**src/rtl/mips_run_ctrl_if.sv**
```systemverilog
// Bundle between the run controller and its environment: program word
// stream, instruction-memory write port, core run control, register-file
// read port, register dump stream and status.
//   master : controller side (mips_run_ctrl)
//   slave  : environment side (loader, memory, core, dump sink)
interface mips_run_ctrl_if #(
  parameter int ADDR_W = 6,
  parameter int CNT_W  = 16
);
  // command
  logic              start;
  logic [ADDR_W:0]   prog_len;
  // program stream
  logic              prog_valid;
  logic [31:0]       prog_data;
  logic              prog_ready;
  // instruction-memory write port
  logic              imem_we;
  logic [ADDR_W-1:0] imem_addr;
  logic [31:0]       imem_wdata;
  // core control
  logic              core_pc_rst;
  logic              core_run;
  logic              core_halted;
  logic [CNT_W-1:0]  timeout_lim;
  // register-file read port
  logic [4:0]        rf_raddr;
  logic [31:0]       rf_rdata;
  // register dump stream
  logic              dump_valid;
  logic              dump_ready;
  logic [31:0]       dump_data;
  logic [4:0]        dump_idx;
  // status
  logic              busy;
  logic              done;
  logic              timed_out;
  logic [CNT_W-1:0]  cycle_count;

  modport master (
    input  start, prog_len, prog_valid, prog_data, core_halted, timeout_lim,
           rf_rdata, dump_ready,
    output prog_ready, imem_we, imem_addr, imem_wdata, core_pc_rst, core_run,
           rf_raddr, dump_valid, dump_data, dump_idx, busy, done, timed_out,
           cycle_count
  );

  modport slave (
    output start, prog_len, prog_valid, prog_data, core_halted, timeout_lim,
           rf_rdata, dump_ready,
    input  prog_ready, imem_we, imem_addr, imem_wdata, core_pc_rst, core_run,
           rf_raddr, dump_valid, dump_data, dump_idx, busy, done, timed_out,
           cycle_count
  );
endinterface

```
**src/rtl/mips_run_ctrl.sv**
```systemverilog
// Run controller for a small MIPS core: loads a program into instruction
// memory, resets the PC, lets the core run until HLT or a cycle limit,
// then streams out all 32 registers.
// Ports:
//   clk1  : clock, rising edge
//   rst_n : asynchronous active-low reset
//   bus   : mips_run_ctrl_if master (program stream, imem write, core
//           control, register-file read, dump stream, status)
//
// state      | meaning
// -----------+-----------------------------------------------------
// IDLE       | waiting for start with a non-zero length
// LOAD       | accepting program words, writing imem
// PCRST      | one-cycle PC reset pulse to the core
// RUN        | core running, counting cycles, watching halt/timeout
// DUMP_RD    | register-file read address presented, data captured
// DUMP_OUT   | register value offered on the dump stream
// DONE       | finished; status held until the next start
module mips_run_ctrl #(
  parameter int ADDR_W = 6,
  parameter int CNT_W  = 16
) (
  input logic            clk1,
  input logic            rst_n,
  mips_run_ctrl_if.master bus
);

  localparam logic [2:0] S_IDLE     = 3'd0;
  localparam logic [2:0] S_LOAD     = 3'd1;
  localparam logic [2:0] S_PCRST    = 3'd2;
  localparam logic [2:0] S_RUN      = 3'd3;
  localparam logic [2:0] S_DUMP_RD  = 3'd4;
  localparam logic [2:0] S_DUMP_OUT = 3'd5;
  localparam logic [2:0] S_DONE     = 3'd6;

  logic [2:0]       state_q, state_d;
  logic [ADDR_W:0]  len_q, len_d;
  // one bit wider than imem_addr so the last-word compare works for any
  // legal prog_len
  logic [ADDR_W:0]  addr_q, addr_d;
  logic [CNT_W-1:0] cnt_q, cnt_d;
  logic             to_q, to_d;
  logic [4:0]       idx_q, idx_d;
  logic [31:0]      dd_q, dd_d;

  logic [CNT_W-1:0] cnt_inc;
  logic             start_ok;
  logic             last_word;
  logic             lim_hit;

  assign cnt_inc   = (&cnt_q) ? cnt_q : cnt_q + 1'b1;
  assign start_ok  = ((state_q == S_IDLE) || (state_q == S_DONE)) &&
                     bus.start && (bus.prog_len != '0);
  assign last_word = (addr_q == len_q - 1'b1);
  assign lim_hit   = (bus.timeout_lim != '0) && (cnt_inc == bus.timeout_lim);

  always_comb begin
    state_d = state_q;
    len_d   = len_q;
    addr_d  = addr_q;
    cnt_d   = cnt_q;
    to_d    = to_q;
    idx_d   = idx_q;
    dd_d    = dd_q;
    case (state_q)
      S_IDLE, S_DONE: begin
        if (start_ok) begin
          len_d   = bus.prog_len;
          addr_d  = '0;
          to_d    = 1'b0;
          state_d = S_LOAD;
        end
      end
      S_LOAD: begin
        if (bus.prog_valid) begin
          addr_d = addr_q + 1'b1;
          if (last_word) state_d = S_PCRST;
        end
      end
      S_PCRST: begin
        cnt_d   = '0;
        state_d = S_RUN;
      end
      S_RUN: begin
        // halt wins over a timeout on the same edge: no increment, no flag
        if (bus.core_halted) begin
          idx_d   = '0;
          state_d = S_DUMP_RD;
        end else begin
          cnt_d = cnt_inc;
          if (lim_hit) begin
            to_d    = 1'b1;
            idx_d   = '0;
            state_d = S_DUMP_RD;
          end
        end
      end
      S_DUMP_RD: begin
        dd_d    = bus.rf_rdata;
        state_d = S_DUMP_OUT;
      end
      S_DUMP_OUT: begin
        if (bus.dump_ready) begin
          if (idx_q == 5'd31) begin
            state_d = S_DONE;
          end else begin
            idx_d   = idx_q + 1'b1;
            state_d = S_DUMP_RD;
          end
        end
      end
      default: state_d = S_IDLE;
    endcase
  end

  always_ff @(posedge clk1 or negedge rst_n) begin
    if (!rst_n) begin
      state_q <= S_IDLE;
      len_q   <= '0;
      addr_q  <= '0;
      cnt_q   <= '0;
      to_q    <= 1'b0;
      idx_q   <= '0;
      dd_q    <= '0;
    end else begin
      state_q <= state_d;
      len_q   <= len_d;
      addr_q  <= addr_d;
      cnt_q   <= cnt_d;
      to_q    <= to_d;
      idx_q   <= idx_d;
      dd_q    <= dd_d;
    end
  end

  // all control outputs decode from state_q, so an async reset drops them
  // in the same cycle
  assign bus.prog_ready  = (state_q == S_LOAD);
  assign bus.imem_we     = (state_q == S_LOAD) && bus.prog_valid;
  assign bus.imem_addr   = addr_q[ADDR_W-1:0];
  assign bus.imem_wdata  = (state_q == S_LOAD) ? bus.prog_data : 32'd0;
  assign bus.core_pc_rst = (state_q == S_PCRST);
  assign bus.core_run    = (state_q == S_RUN);
  assign bus.rf_raddr    = idx_q;
  assign bus.dump_valid  = (state_q == S_DUMP_OUT);
  assign bus.dump_data   = dd_q;
  assign bus.dump_idx    = idx_q;
  assign bus.busy        = (state_q == S_LOAD) || (state_q == S_PCRST) ||
                           (state_q == S_RUN) || (state_q == S_DUMP_RD) ||
                           (state_q == S_DUMP_OUT);
  assign bus.done        = (state_q == S_DONE);
  assign bus.timed_out   = to_q;
  assign bus.cycle_count = cnt_q;

endmodule

```
**src/flat_wrapper.sv**
```systemverilog
// flat-port wrapper written by rule: the top's interface ports become plain ports
module mips_run_ctrl_flat 
#(
  parameter int ADDR_W = 6,
  parameter int CNT_W  = 16
)
  (clk1, rst_n, bus_start, bus_prog_len, bus_prog_valid, bus_prog_data, bus_core_halted, bus_timeout_lim, bus_rf_rdata, bus_dump_ready, bus_prog_ready, bus_imem_we, bus_imem_addr, bus_imem_wdata, bus_core_pc_rst, bus_core_run, bus_rf_raddr, bus_dump_valid, bus_dump_data, bus_dump_idx, bus_busy, bus_done, bus_timed_out, bus_cycle_count);
  mips_run_ctrl_if #(.ADDR_W(ADDR_W), .CNT_W(CNT_W)) bus_i ();
  input logic clk1;
  input logic rst_n;
  input wire logic [$bits(bus_i.start)-1:0] bus_start;
  input wire logic [$bits(bus_i.prog_len)-1:0] bus_prog_len;
  input wire logic [$bits(bus_i.prog_valid)-1:0] bus_prog_valid;
  input wire logic [$bits(bus_i.prog_data)-1:0] bus_prog_data;
  input wire logic [$bits(bus_i.core_halted)-1:0] bus_core_halted;
  input wire logic [$bits(bus_i.timeout_lim)-1:0] bus_timeout_lim;
  input wire logic [$bits(bus_i.rf_rdata)-1:0] bus_rf_rdata;
  input wire logic [$bits(bus_i.dump_ready)-1:0] bus_dump_ready;
  output wire logic [$bits(bus_i.prog_ready)-1:0] bus_prog_ready;
  output wire logic [$bits(bus_i.imem_we)-1:0] bus_imem_we;
  output wire logic [$bits(bus_i.imem_addr)-1:0] bus_imem_addr;
  output wire logic [$bits(bus_i.imem_wdata)-1:0] bus_imem_wdata;
  output wire logic [$bits(bus_i.core_pc_rst)-1:0] bus_core_pc_rst;
  output wire logic [$bits(bus_i.core_run)-1:0] bus_core_run;
  output wire logic [$bits(bus_i.rf_raddr)-1:0] bus_rf_raddr;
  output wire logic [$bits(bus_i.dump_valid)-1:0] bus_dump_valid;
  output wire logic [$bits(bus_i.dump_data)-1:0] bus_dump_data;
  output wire logic [$bits(bus_i.dump_idx)-1:0] bus_dump_idx;
  output wire logic [$bits(bus_i.busy)-1:0] bus_busy;
  output wire logic [$bits(bus_i.done)-1:0] bus_done;
  output wire logic [$bits(bus_i.timed_out)-1:0] bus_timed_out;
  output wire logic [$bits(bus_i.cycle_count)-1:0] bus_cycle_count;
  assign bus_i.start = bus_start;
  assign bus_i.prog_len = bus_prog_len;
  assign bus_i.prog_valid = bus_prog_valid;
  assign bus_i.prog_data = bus_prog_data;
  assign bus_i.core_halted = bus_core_halted;
  assign bus_i.timeout_lim = bus_timeout_lim;
  assign bus_i.rf_rdata = bus_rf_rdata;
  assign bus_i.dump_ready = bus_dump_ready;
  assign bus_prog_ready = bus_i.prog_ready;
  assign bus_imem_we = bus_i.imem_we;
  assign bus_imem_addr = bus_i.imem_addr;
  assign bus_imem_wdata = bus_i.imem_wdata;
  assign bus_core_pc_rst = bus_i.core_pc_rst;
  assign bus_core_run = bus_i.core_run;
  assign bus_rf_raddr = bus_i.rf_raddr;
  assign bus_dump_valid = bus_i.dump_valid;
  assign bus_dump_data = bus_i.dump_data;
  assign bus_dump_idx = bus_i.dump_idx;
  assign bus_busy = bus_i.busy;
  assign bus_done = bus_i.done;
  assign bus_timed_out = bus_i.timed_out;
  assign bus_cycle_count = bus_i.cycle_count;
  mips_run_ctrl #(.ADDR_W(ADDR_W), .CNT_W(CNT_W)) u_core (.clk1(clk1), .rst_n(rst_n), .bus(bus_i));
endmodule
```
**config.mk**
```make
export PLATFORM = sky130hd
export DESIGN_NAME = mips_run_ctrl_flat
export DESIGN_NICKNAME = d
export VERILOG_FILES = /design/src/rtl/mips_run_ctrl_if.sv /design/src/rtl/mips_run_ctrl.sv /design/src/flat_wrapper.sv
export SDC_FILE = /design/constraint.sdc
export NUM_CORES = 1
export LEC_CHECK = 0
export ABC_AREA = 1
export BUFFER_PORTS_ARGS = -buffer_cell sky130_fd_sc_hd__buf_2
export CORE_ASPECT_RATIO = 0.75
export CORE_MARGIN = 2
export CORE_UTILIZATION = 40
export DETAILED_ROUTE_END_ITERATION = 7
export PLACE_DENSITY = 0.69
export SLEW_MARGIN = 15
export SYNTH_ARGS = -nofsm -noshare
export SYNTH_HDL_FRONTEND = slang
export SYNTH_SLANG_ARGS = --single-unit
```
**constraint.sdc**
```tcl
create_clock -name clk1 -period 2.35 [get_ports clk1]
set_input_delay 0.3525 -clock clk1 [delete_from_list [all_inputs] [get_ports clk1]]
set_output_delay 0.3525 -clock clk1 [all_outputs]
set_load 0.02 [all_outputs]
```
==> results.cfg <==
[sta]
setup_violations = 0
hold_viol = 0
slew_headroom_pct = 63.2
max_slew.worst_pin.slew_ns = 0.553
period_minus_slack_ns = 2.26
fmax_mhz = 443
finalCritPeriodShare_pct = 96.1
maxSlewViolCount = 0
fin_skew_ns = 0.00495
fin_tns_setup_ns = 0
hold_slack_ns = 0.00734

[run]
cap_violations = 0

[worst_setup_path]
crit_end = u_core.bus.timed_out
cp_cell_sequence = ha_4, inv_2, nor2_2, nand2_4, clkinv_4, nand2_8, nand2_2, nand2_1, nand2_1, buf_4, nand3_1, or3_1, nor2_2, nand3_2, nand2_1
cpMostUsedCell = nand2_1
cp_num_buf_inv = 3
r2r_setup_slack_ns = 0.09
startpoint = u_core.bus.cycle_count[0]
ff2ff_path_depth = 15
crit_type = flip-flop to flip-flop
cpLargestDelayFamily = simple AND/OR/NAND/NOR gates
timing.rr.end = u_core.bus.timed_out
worst_setup_path_start_kind = flip-flop
slowest_delay_ns = 0.42
end_kind = flip-flop
crit_required_ns = 2.61
worstReg2RegStart = u_core.bus.cycle_count[0]
cp.depth = 15
cp_max_fo = 6
critPathArrivalTime_ns = 2.52
cp_slowest_cell = dfrtp_1

[floorplanning]
die_h_um = 95.1
die_x_um = 125
rows = 33
ios = 197
core_sq_um = 10900
initial_core_util_pct = 40.7
dieArea_sq_um = 11900

[layout]
layout_commonest_cell = buf_2
final_area_sq_um = 6090
seq_area_sq_um = 1780
finalNetCount = 901
layout-area-overhead-vs-synth_pct = 37.6
layout.cells.non_filler = 948
antenna_cells = 0
fin_util_pct = 56.1
final_cell_mix = buf_2, nand2_1, inv_1, nor2_1, dfrtp_1
nFillCells = 1011
drive_gt1_share_pct = 39.0
multi_input_area_sq_um = 2340

[synth]
ys_seq_elements = 71
synth_flop_cell = dfrtp_1
yosysTopAreaCell = dfrtp_1
ys_warn_count = 0
syn-num-nets = 693
syn_area_per_cell_sq_um = 7.43
synthCells = 595
yosysTopAreaCellShare_pct = 40.2
yosysUniqueCellTypes = 36
syn_area_sq_um = 4420
synthArstFlopShare_pct = 100
ys_seq_area_share_pct = 40.2
yosys-top-cells-area = dfrtp_1, nand2_1, mux2_2
synth_edf_count = 0

[power_and_ir_drop]
power.net_switching_mw = 2.77
p_int_mw = 3.66
p_leak_nw = 3.39
powerDensity_nw_per_um2 = 1060
ir_drop_v = 0.000623
power.share.combinational_pct = 49.0
swShare_pct = 43.0
p_clk_share_pct = 21.2
pwr-share-seq_pct = 29.7

[clock_tree]
clock_sinks = 71
root_buffer = clkbuf_16
h-tree-depth = 3
cts_buffers = 9
cts.path.max_buffers = 2
worst_skew_pair.late_latency_ns = 0.33
cts_hold_buf = 0
cts_tree = done
cts.clk_slew.worst_paths_ns = 0.06

[grt]
antenna_found_initial = 0
grt_usage_pct = 20.9
grt_max_degree = 33
grt_pass1_vias = 4138
grt-ovfl-total = 0
grt_pass1_wl_um = 20000

[route]
dr_wl_met2_um = 5890
drc_errors = 0
ant_nets = 0
first_pass_iters = 5
drt_iter0_markers = 391
wirelength_um = 13100
avgRoutedWirePerCell_um = 13.8
wl_met3_um = 1020
vias_per_cell = 4.86
dr_total_vias = 4603
top_layer = met4
wl_met1_um = 6030

[run_status]
status = completed

[place]
dp_cells = 922
io_buffers = 196
dpl.hpwl_um = 10200
postPlaceCellArea_sq_um = 5540
gp_congestion = 0.971

[min_path]
hp-class = primary input to asynchronous set/reset pin
==> state kept, by name, summed over array words and instances (netlist names) <==
register / flops
u_core.addr_q: 7
u_core.bus.timed_out: 1
u_core.len_q: 7
u_core.bus.dump_data: 32
u_core.state_q: 3
u_core.bus.cycle_count: 16
u_core.bus.dump_idx: 5
==> metal layers <==
layer,vias up,GRT usage [%]
met4,0,6.02
li1,2278,-
met1,2128,30.3
met5,-,0
met2,185,30.9
met3,12,5.33
==> worst min-delay path by stage <==
stage                     startpoint                       end  slack, ns  cells past startpoint
after floorplan                rst_n          u_core.addr_q[0]       0.06                      0
after global placement         rst_n           u_core.len_q[1]       0.36                      1
after detailed placement       rst_n  u_core.bus.dump_data[20]       0.37                      1
after CTS                      rst_n  u_core.bus.dump_data[20]       0.02                      1
after global routing           rst_n  u_core.bus.dump_data[20]       0.04                      1
final                          rst_n           u_core.len_q[1]      0.007                      1
==> through the flow <==
stage	setup slack [ns]	total power, mW
6_report	0.0911	6.43
3_3_place_gp	0.107	4.91
4_1_cts	0.0308	6.38
2_1_floorplan	0.203	3.98
3_5_place_dp	0.00492	4.98
5_1_grt	-0.0766	6.88
==> final cells by class <==
type	count	share of cell area [%]
repair buffers	217	18.8
well taps	140	2.88
clock buffers	9	3.70
inverters	90	5.67
multi-input cells	414	38.4
flip-flops and latches	71	29.3
clock inverters	7	1.27
==> synthesized netlist by cell type (2+ instances only) <==
library cell / count
a21oi_1: 9
buf_1: 3
buf_2: 2
buf_4: 11
buf_6: 2
clkbuf_1: 5
clkinv_1: 2
dfrtp_1: 71
ha_1: 5
inv_1: 86
inv_2: 2
mux2_2: 32
nand2_1: 153
nand2_2: 2
nand2_4: 3
nand3_1: 44
nand3_2: 4
nand3b_1: 2
nand4_1: 7
nor2_1: 85
nor2_2: 5
nor3_1: 5
nor3_2: 2
nor3b_1: 2
nor4_1: 3
o21ai_0: 21
o21ai_1: 2
o22ai_1: 2
xnor2_1: 3
xor2_1: 14
==> power by group through the flow <==
stage	Sequential, mW	Combinational (mW)	Clock (mW)
6_report	1.91	3.15	1.37
3_3_place_gp	1.89	3.02	0
5_1_grt	1.97	3.44	1.46
4_1_cts	1.90	3.08	1.40
3_5_place_dp	1.91	3.08	0
2_1_floorplan	2.27	1.71	0
==> cells by family after synthesis <==
logic type / share of synthesized area (%)
flops: 40.2
compound gates: 4.64
xor+xnor: 3.37
mux: 8.15
buf+inv: 10.9
simple gates: 31.3
fa+ha+maj: 1.41
==> timing repair <==
item / in CTS / in global routing
endpoints found under the setup margin: 2 / 10
setup buffers: 0 / 7
gates resized for setup: 1 / 43
gates cloned: 0 / 3
pin swaps: 0 / 13
(Power assumes the default switching activity.)
